## src/rtl/snax_data_reshuffler_tiled.sv

```systemverilog
// Tiled streamer-to-streamer reshuffler: passthrough, transpose and row-reverse layouts over CSR-bounded runs.
// Define SNAX_RESHUFFLER_PERF_EN to add a RUN-time output stall counter as RO register 2.

// Generic synchronous FIFO used to decouple the reshuffler input from its output.
// Latency: a pushed entry is visible at head_dat on the next cycle.
// Backpressure: the caller must push only when !full or when popping in the same cycle.
module snax_reshuffler_fifo #(
   parameter int Width = 8,
   parameter int Depth = 2
) (
   input  logic             clk_i,
   input  logic             rst_i,
   input  logic             push_vld,
   input  logic [Width-1:0] push_dat,
   input  logic             pop_rdy,
   output logic [Width-1:0] head_dat,
   output logic             empty,
   output logic             full
);
   localparam int PtrW = (Depth > 1) ? $clog2(Depth) : 1;
   localparam int CntW = $clog2(Depth + 1);

   logic [Width-1:0] mem_q [Depth];
   logic [PtrW-1:0]  wr_ptr_q, rd_ptr_q;
   logic [CntW-1:0]  cnt_q;
   logic             push, pop;

   assign empty    = (cnt_q == '0);
   assign full     = (cnt_q == CntW'(Depth));
   assign push     = push_vld && (!full || pop_rdy);
   assign pop      = pop_rdy && !empty;
   assign head_dat = mem_q[rd_ptr_q];

   always_ff @(posedge clk_i) begin
      if (push) mem_q[wr_ptr_q] <= push_dat;
   end

   always_ff @(posedge clk_i) begin
      if (rst_i) begin
         wr_ptr_q <= '0;
         rd_ptr_q <= '0;
         cnt_q    <= '0;
      end else begin
         if (push) wr_ptr_q <= (wr_ptr_q == PtrW'(Depth - 1)) ? '0 : wr_ptr_q + PtrW'(1);
         if (pop)  rd_ptr_q <= (rd_ptr_q == PtrW'(Depth - 1)) ? '0 : rd_ptr_q + PtrW'(1);
         case ({push, pop})
            2'b10:   cnt_q <= cnt_q + CntW'(1);
            2'b01:   cnt_q <= cnt_q - CntW'(1);
            default: cnt_q <= cnt_q;
         endcase
      end
   end
endmodule

// Reshuffles one tile per beat according to the CSR-latched mode, for num_tiles beats per run.
// Latency: a tile accepted at edge N is presented at the output in cycle N+1 when the FIFO was empty.
// Backpressure: input ready drops when the FIFO is full unless the output is popping that cycle.
module snax_data_reshuffler_tiled #(
   parameter int DataWidth    = 512,
   parameter int ElemWidth    = 8,
   parameter int TileRows     = 8,
   parameter int FifoDepth    = 2,
   parameter int RegRWCount   = 2,
`ifdef SNAX_RESHUFFLER_PERF_EN
   parameter int RegROCount   = 3,
`else
   parameter int RegROCount   = 2,
`endif
   parameter int RegDataWidth = 32
) (
   input  logic                                   clk_i,
   input  logic                                   rst_i,
   input  logic [DataWidth-1:0]                   stream2acc_0_data_i,
   input  logic                                   stream2acc_0_valid_i,
   output logic                                   stream2acc_0_ready_o,
   output logic [DataWidth-1:0]                   acc2stream_0_data_o,
   output logic                                   acc2stream_0_valid_o,
   input  logic                                   acc2stream_0_ready_i,
   input  logic [RegRWCount-1:0][RegDataWidth-1:0] csr_reg_set_i,
   input  logic                                   csr_reg_set_valid_i,
   output logic                                   csr_reg_set_ready_o,
   output logic [RegROCount-1:0][RegDataWidth-1:0] csr_reg_ro_set_o
);
   localparam int TileCols     = DataWidth / ElemWidth / TileRows;
   localparam bit CanTranspose = (TileRows == TileCols);

   localparam logic [0:0] StIdle = 1'b0;
   localparam logic [0:0] StRun  = 1'b1;

   logic [0:0]              state_q;
   logic [1:0]              mode_q;
   logic [RegDataWidth-1:0] num_tiles_q, in_cnt_q, out_cnt_q, tiles_done_q;
   logic                    run, csr_hs, in_hs, out_hs, last_out;
   logic                    fifo_empty, fifo_full;
   logic [DataWidth-1:0]    fifo_head, tile_trans, tile_rrev, tile_xfm;
   logic                    unused_csr;

   assign unused_csr = ^csr_reg_set_i;

   // Non-square tiles have no in-place transpose, so mode 1 degrades to passthrough.
   generate
      if (CanTranspose) begin : g_trans
         always_comb begin
            tile_trans = stream2acc_0_data_i;
            for (int r = 0; r < TileRows; r++) begin
               for (int c = 0; c < TileCols; c++) begin
                  tile_trans[(c*TileCols+r)*ElemWidth +: ElemWidth] =
                     stream2acc_0_data_i[(r*TileCols+c)*ElemWidth +: ElemWidth];
               end
            end
         end
      end else begin : g_no_trans
         assign tile_trans = stream2acc_0_data_i;
      end
   endgenerate

   always_comb begin
      tile_rrev = stream2acc_0_data_i;
      for (int r = 0; r < TileRows; r++) begin
         tile_rrev[r*TileCols*ElemWidth +: TileCols*ElemWidth] =
            stream2acc_0_data_i[(TileRows-1-r)*TileCols*ElemWidth +: TileCols*ElemWidth];
      end
   end

   always_comb begin
      case (mode_q)
         2'd1:    tile_xfm = tile_trans;
         2'd2:    tile_xfm = tile_rrev;
         default: tile_xfm = stream2acc_0_data_i;
      endcase
   end

   assign run                  = (state_q == StRun);
   assign csr_reg_set_ready_o  = !run;
   assign csr_hs               = csr_reg_set_valid_i && csr_reg_set_ready_o;
   assign acc2stream_0_valid_o = !fifo_empty;
   assign out_hs               = acc2stream_0_valid_o && acc2stream_0_ready_i;
   assign stream2acc_0_ready_o = run && (in_cnt_q < num_tiles_q) && (!fifo_full || out_hs);
   assign in_hs                = stream2acc_0_valid_i && stream2acc_0_ready_o;
   assign last_out             = out_hs && (out_cnt_q == num_tiles_q - RegDataWidth'(1));
   // Storage is not reset, so the head is masked to keep the idle output at zero.
   assign acc2stream_0_data_o  = fifo_empty ? '0 : fifo_head;

   snax_reshuffler_fifo #(
      .Width (DataWidth),
      .Depth (FifoDepth)
   ) u_fifo (
      .clk_i    (clk_i),
      .rst_i    (rst_i),
      .push_vld (in_hs),
      .push_dat (tile_xfm),
      .pop_rdy  (out_hs),
      .head_dat (fifo_head),
      .empty    (fifo_empty),
      .full     (fifo_full)
   );

   always_ff @(posedge clk_i) begin
      if (rst_i) begin
         state_q      <= StIdle;
         mode_q       <= '0;
         num_tiles_q  <= '0;
         in_cnt_q     <= '0;
         out_cnt_q    <= '0;
         tiles_done_q <= '0;
      end else begin
         if (csr_hs) begin
            mode_q      <= csr_reg_set_i[0][1:0];
            num_tiles_q <= csr_reg_set_i[1];
            in_cnt_q    <= '0;
            out_cnt_q   <= '0;
            if (csr_reg_set_i[1] != '0) state_q <= StRun;
         end else if (run) begin
            if (in_hs)    in_cnt_q  <= in_cnt_q + RegDataWidth'(1);
            if (out_hs)   out_cnt_q <= out_cnt_q + RegDataWidth'(1);
            if (last_out) state_q   <= StIdle;
         end
         if (out_hs) tiles_done_q <= tiles_done_q + RegDataWidth'(1);
      end
   end

`ifdef SNAX_RESHUFFLER_PERF_EN
   logic [RegDataWidth-1:0] stall_q;

   always_ff @(posedge clk_i) begin
      if (rst_i || csr_hs) begin
         stall_q <= '0;
      end else if (run && acc2stream_0_valid_o && !acc2stream_0_ready_i && (stall_q != '1)) begin
         stall_q <= stall_q + RegDataWidth'(1);
      end
   end
`endif

   always_comb begin
      csr_reg_ro_set_o    = '0;
      csr_reg_ro_set_o[0] = {{(RegDataWidth-1){1'b0}}, run};
      csr_reg_ro_set_o[1] = tiles_done_q;
`ifdef SNAX_RESHUFFLER_PERF_EN
      csr_reg_ro_set_o[2] = stall_q;
`endif
   end
endmodule

```

## config.mk

```make
export PLATFORM = sky130hd
export DESIGN_NAME = snax_data_reshuffler_tiled
export DESIGN_NICKNAME = d
export VERILOG_FILES = /design/src/rtl/snax_data_reshuffler_tiled.sv
export SDC_FILE = /design/constraint.sdc
export NUM_CORES = 2
export LEC_CHECK = 0
export CAP_MARGIN = 0
export CORE_AREA = 2 2 447 449
export CTS_CLUSTER_DIAMETER = 100
export DETAILED_ROUTE_END_ITERATION = 8
export DIE_AREA = 0 0 449 451
export RECOVER_POWER = 100
export REMOVE_ABC_BUFFERS = 1
export SYNTH_ARGS = -nofsm -noshare
export SYNTH_HDL_FRONTEND = slang
export SYNTH_HIERARCHICAL = 1
export SYNTH_SLANG_ARGS = --single-unit
```

## constraint.sdc

```tcl
create_clock -name clk_i -period 28.7 [get_ports clk_i]
set_input_delay 5.74 -clock clk_i [delete_from_list [all_inputs] [get_ports clk_i]]
set_output_delay 5.74 -clock clk_i [all_outputs]
set_load 0.02 [all_outputs]
```

# Yosys cells after proc, flatten, opt, wreduce, memory -nomap -nowiden
# Memories as Yosys holds them, arrays and structs flattened. A register that Yosys moved wholly into a read port is not among the register bits.
# Cells that the tools add are included.
# Widths: inputs -> output; s select.
# word_totals
regBits,135
mem_bits_rw,1024
out_inout_bits,579
wordCells,57
n_memories,1
# classes
n_addsub,8
order_cmp,1
n_eq_ne,7
n_mux,13
n_reduce_logical,18
# memory_table
memory,depth,word_bits,read_ports,rd_ports_with_merged_regs,write_ports,line_no,source
u_fifo.mem_q,2,512,1,1,1,23,logic [Width-1:0] mem_q [Depth];
# op_table
operator,count
$pmux 512 s2,1
$mux 512,1
$add 32x1->32 const B,3
$eq 32x32->1,1
$lt 32x32->1,1
$reduce_bool 32->1,1
$sub 32x1->32 const B,1
$mux 1,10
$logic_and 1x1->1,8
$eq 2x2->1 const B,3
$eq 2x1->1 const B,2
$pmux 2 s2,1
$reduce_and 2->1,2
$logic_not 1->1,3
$add 1x1->1 const B,2
$add 2x1->2 const B,1
$logic_not 2->1,1
$ne 2x1->1 const B,1
$reduce_bool 2->1,1
$reduce_or 2->1,1
$sub 2x1->2 const B,1
$logic_or 1x1->1,1

# Logic depth before layout (Yosys ltp)
# logic_depth
ltp_word,9
mapped_depth,15
mapped_depth_nobuf,14

# By module
# Netlist, hierarchy kept.
# modules_own_cells
mod,n_inst,cells_each,area_each_um2,seq_area_each_um2
snax_reshuffler_fifo,1,1620,38879.8,30849.6
snax_data_reshuffler_tiled,1,3170,19837.8,2622.5

# Worst setup path after synthesis
# Ideal clock, no wire load.
# synth_timing
path_kind,in2reg
from,input port acc2stream_0_ready_i
to,"memory u_fifo/mem_q[0][0] in the netlist's numbering, enable pin"
setup_time_ns,1.399
t_arrival_ns,28.339
path_slack_ns,-1.038
stages,10
n_path_buf,1
path_cell_list,nor2b_1 > buf_4 > nand2b_1 > nand4b_1 > a2111oi_2 > and2_4 > nand2_2 > inv_1 > o31ai_4 > nor2_1
# synth_via
elab_chain_len,7
# synth_lines
item,line_no,source
start: declaration,78,"input logic acc2stream_0_ready_i,"
$logic_and 1x1->1,137,assign out_hs = acc2stream_0_valid_o && acc2stream_0_ready_i;
net out_hs,93,"logic run, csr_hs, in_hs, out_hs, last_out;"
$logic_or 1x1->1,138,assign stream2acc_0_ready_o = run && (in_cnt_q < num_tiles_q) && (!fifo_full || out_hs);
$logic_and 1x1->1,138,
$logic_and 1x1->1,139,assign in_hs = stream2acc_0_valid_i && stream2acc_0_ready_o;
net in_hs,93,
$logic_and 1x1->1,30,assign push = push_vld && (!full || pop_rdy);
$mux 1,35,if (push) mem_q[wr_ptr_q] <= push_dat;
$mux 1 (implied by the code),35,
end: declaration,23,
# The timed path passes the listed nets, and every way through them passes these cells.

# Worst setup path after layout
# layout_timing
from,input port acc2stream_0_ready_i
to,"memory u_fifo/mem_q[0][442] in the netlist's numbering, enable pin"
# layout_via
elab_chain_len,7
# layout_lines
item,line_no
$logic_and 1x1->1,137
$logic_or 1x1->1,138
$logic_and 1x1->1,138
$logic_and 1x1->1,139
net in_hs,93
$logic_and 1x1->1,30
$mux 1,35
$mux 1 (implied by the code),35
# The timed path passes the listed nets, and every way through them passes these cells.

==> run_results.csv <==
group,metric,value,unit
clock_tree,cts_buffers,139,
setup_path,reg2reg_to,"u_fifo/mem_q[0][442]",
global_routing,grt_max_degree,261,
run,maxCapViolCount,29,
setup_path,crit_path_cell_trace,"dlygate4sd3_1 -> nor2b_1 -> nand2b_1 -> nand4b_1 -> a2111oi_0 -> and2_0 -> nand2_1 -> inv_1 -> o31ai_1 -> nor2_4 -> clkbuf_1 -> clkbuf_1 -> clkbuf_1 -> clkbuf_1",
yosys,async_reset_ff_frac,0,
run_status,status,"finished, violations left",
placed_design,place_hpwl,134000,um
global_routing,grt_pass1_wl,271000,um
hold_path,worstHoldPathCells,2,
setup_path,end_kind,"flip-flop",
floorplan,core,198000,sq um
detailed_routing,drc_errors,1,
clock_tree,path_clk_slew,60,ps
cells_and_area,regArea,33500,sq um
detailed_routing,drtPass1Iterations,9,
setup_path,r2r_slack,13550,ps
setup_path,cpPeakStageDelay,3150,ps
clock_tree,post_cts_buffers,0,
clock_tree,insertion_delay,780,ps
clock_tree,cts_tree,"yes",
clock_tree,cts.sinks,1160,
sta,fmax,51.0,MHz
clock_tree,cts_max_path_buffers,3,
yosys,syn_area,58700,sq um
detailed_routing,antenna_left,0,
sta,fin_worst_skew,24.9,ps
sta,layout_setup_ws,9100,ps
floorplan,initial_utilization,0.296,
detailed_routing,drt_iter0_markers,3462,
floorplan,die-area,202000,sq um
yosys,ys_seq_area_frac,0.570,
setup_path,r2r_start,"num_tiles_q[20]",
sta,maxSlewHeadroom,-1.87,
yosys,synth_edf_count,1024,
sta,finalCriticalPeriod,19600,ps
sta,timing.hold.ws,500,ps
sta,hold_violations,0,
floorplan,row_count,164,
cells_and_area,drive_above_1_share,0.0708,
clock_tree,h-tree-depth,4,
floorplan,die_w,449,um
placed_design,routabilityCongestion,0.881,
setup_path,reg2reg_depth,14,
clock_tree,cts-resized-gates,0,
detailed_routing,vias,42500,
global_routing,grt_pass1_vias,40600,
sta,rsz0062_at_grt,"false",
placed_design,portBuffers,1098,
hold_path,hold_class,"reg2reg",
setup_path,crit_slowest_cell,"clkbuf_1",
power_and_ir_drop,power_density,57.6,nW/um^2
yosys,avgSynthCellArea,12.3,sq um
sta,final_max_slew_viol_count,1549,
setup_path,critPathMaxFanout,69,
setup_path,cp_top_family,"buffers and inverters",
setup_path,crit_required,29030,ps
placed_design,place_ws,14980,ps
hold_path,holdPathEnd,"in_cnt_q[31]",
cells_and_area,multi_input_area,22100,sq um
hold_path,worstHoldStart,"in_cnt_q[31]",
cells_and_area,final_nets,6344,
detailed_routing,wire_per_inst,22.1,um
setup_path,arrival,19920,ps
global_routing,grtUsageTotal,0.177,
detailed_routing,drt-total-wl,189000,um
cells_and_area,syn2layout_area_growth,27.8,%
power_and_ir_drop,worst_ir_drop_vdd,0.0532,mV
clock_tree,cts_root_buffer,"clkbuf_16",
yosys,ys_seq_elements,1160,
sta,setup_violations,0,
cells_and_area,n_fill_cell,19200,
global_routing,antenna_found_initial,96,
global_routing,grt_overflow,0,
yosys,yosysWarnings,6,
sta,fin_crit_sh,0.683,
setup_path,worst_path_most_repeated_cell,"clkbuf_1",
power_and_ir_drop,leakage,25.4,nW
yosys,synthCells,4790,
setup_path,critPathKind,"in2reg",
run_status,violations,"DRC, capacitance limit, slew limit",
detailed_routing,viasPerCell,4.97,
setup_path,path_buf_inv,6,
setup_path,cp-start-kind,"input pin",
sta,tightest_slew,4310,ps
sta,fin_tns_setup,0,ps
yosys,synthDistinctLibCells,75,
yosys,ys.flop_type,"edfxtp_1",
floorplan,chipHeight,451,um
clock_tree,cts_hold_buf,0,
floorplan,io_pins,1160,
[sequential cells by signal, summed over array words and instances, names as in the netlist, named ones only]
signal and count:
out_cnt_q 32, tiles_done_q 32, u_fifo/rd_ptr_q 1, run 1, num_tiles_q 32, u_fifo/wr_ptr_q 1, u_fifo/mem_q 1024, u_fifo/cnt_q 2
in_cnt_q 32, mode_q 2
[placed cells by master, fill, tap and decap left out, types with 20 or more instances in the layout]
master and instances:
edfxtp_1 1024, nand2_1 577, clkdlybuf4s50_1 550, dlygate4sd3_1 547
nor2b_1 516, o21ai_0 483, a22oi_1 449, mux2_1 355
clkbuf_16 144, dfxtp_1 136, mux2_4 111, nor2_1 91
a21oi_1 88, a22o_1 64, diode_2 63, xor2_1 57
clkbuf_1 50, mux2_2 49, inv_1 48, nand3_1 48
xnor2_1 47, ha_1 36, nand4_1 31, conb_1 31
buf_4 30, clkinv_1 29, or3_1 26, clkinv_2 24
o31ai_1 20
[routing by layer]
| layer | GRT usage | part of all wire |
|---|---|---|
| met4 | 0.0980 | 0.051 |
| met5 | 0 | 0.00050 |
| met3 | 0.0362 | 0.063 |
| met2 | 0.302 | 0.49 |
| met1 | 0.209 | 0.39 |
[cell usage after synthesis (all sizes together) (3+ instances only)]
library cell	instances	area, sq um
a21o	4	30.0
a21oi	88	440
a22o	64	561
a22oi	449	3370
a31oi	3	18.8
and2	6	41.3
and3	15	93.8
and4	14	124
buf	109	961
clkbuf	289	1080
dfxtp	136	2720
edfxtp	1024	30700
ha	38	475
inv	49	184
mux2	515	7300
mux2i	4	40.0
nand2	577	2170
nand2b	3	18.8
nand3	48	240
nand4	34	240
nor2	94	355
nor2b	517	3230
nor3	12	70.1
nor3b	3	22.5
nor4	18	143
o21ai	485	2430
o31ai	20	164
or3	26	163
or4	14	109
xnor2	47	412
xor2	57	499
[stage by stage]
stage / instance area (sq um) / utilization / power (mW) / instances
2_1_floorplan: 56800 / - / 2.49 / 4422
3_3_place_gp: 71700 / 0.362 / 2.65 / 8240
3_5_place_dp: 71700 / 0.362 / 2.66 / 8240
4_1_cts: 76100 / 0.384 / 4.41 / 8486
5_1_grt: 75000 / 0.378 / 4.49 / 8530
6_report: 75000 / 0.379 / 4.32 / 8549
[power by group]
part | leakage (nW) | internal, mW | switching [mW]
Sequential | 10.5 | 1.93 | 0.0161
Combinational | 12.8 | 0.254 | 0.396
Clock | 2.17 | 1.02 | 0.711
[final cells by class]
cell class                      instances  area share
Timing Repair Buffer                 1162       0.152
Antenna cell                           63     0.00210
Tap cell                             2656      0.0443
Clock buffer                          166      0.0493
Multi-Input combinational cell       3213       0.294
Sequential cell                      1160       0.446
Clock inverter                         80     0.00962
Inverter                               49     0.00245
[logic make-up after synthesis]
logic type,after synthesis,share of synthesized area
DFF,1160,0.570
xor gates and xnor gates,104,0.0155
and+or+nand+nor,1391,0.121
muxes,519,0.125
AOI/OAI and AO/OA,1130,0.122
adders and majority gates,38,0.00810
buffers and inverters,447,0.0380
other,1,0.0000639
[how the worst max path moves through the flow]
stage / startpoint / endpoint / cells after the start
3_3_place_gp: acc2stream_0_ready_i / stream2acc_0_ready_o / 7
4_1_cts: acc2stream_0_ready_i / stream2acc_0_ready_o / 7
6_report: acc2stream_0_ready_i / u_fifo/mem_q[0][442] / 14
3_5_place_dp: acc2stream_0_ready_i / stream2acc_0_ready_o / 7
2_1_floorplan: u_fifo/cnt_q[0] / u_fifo/mem_q[0][0] / 10
5_1_grt: acc2stream_0_ready_i / u_fifo/mem_q[0][437] / 14
[worst min-delay path, delay by kind of cell (launching register included)]
| family | cells | cell delay, ps |
|---|---|---|
| flip-flops | 1 | 320 |
| AO/OA/AOI/OAI | 2 | 130 |
Note: power is estimated with default switching activity, not from simulation.
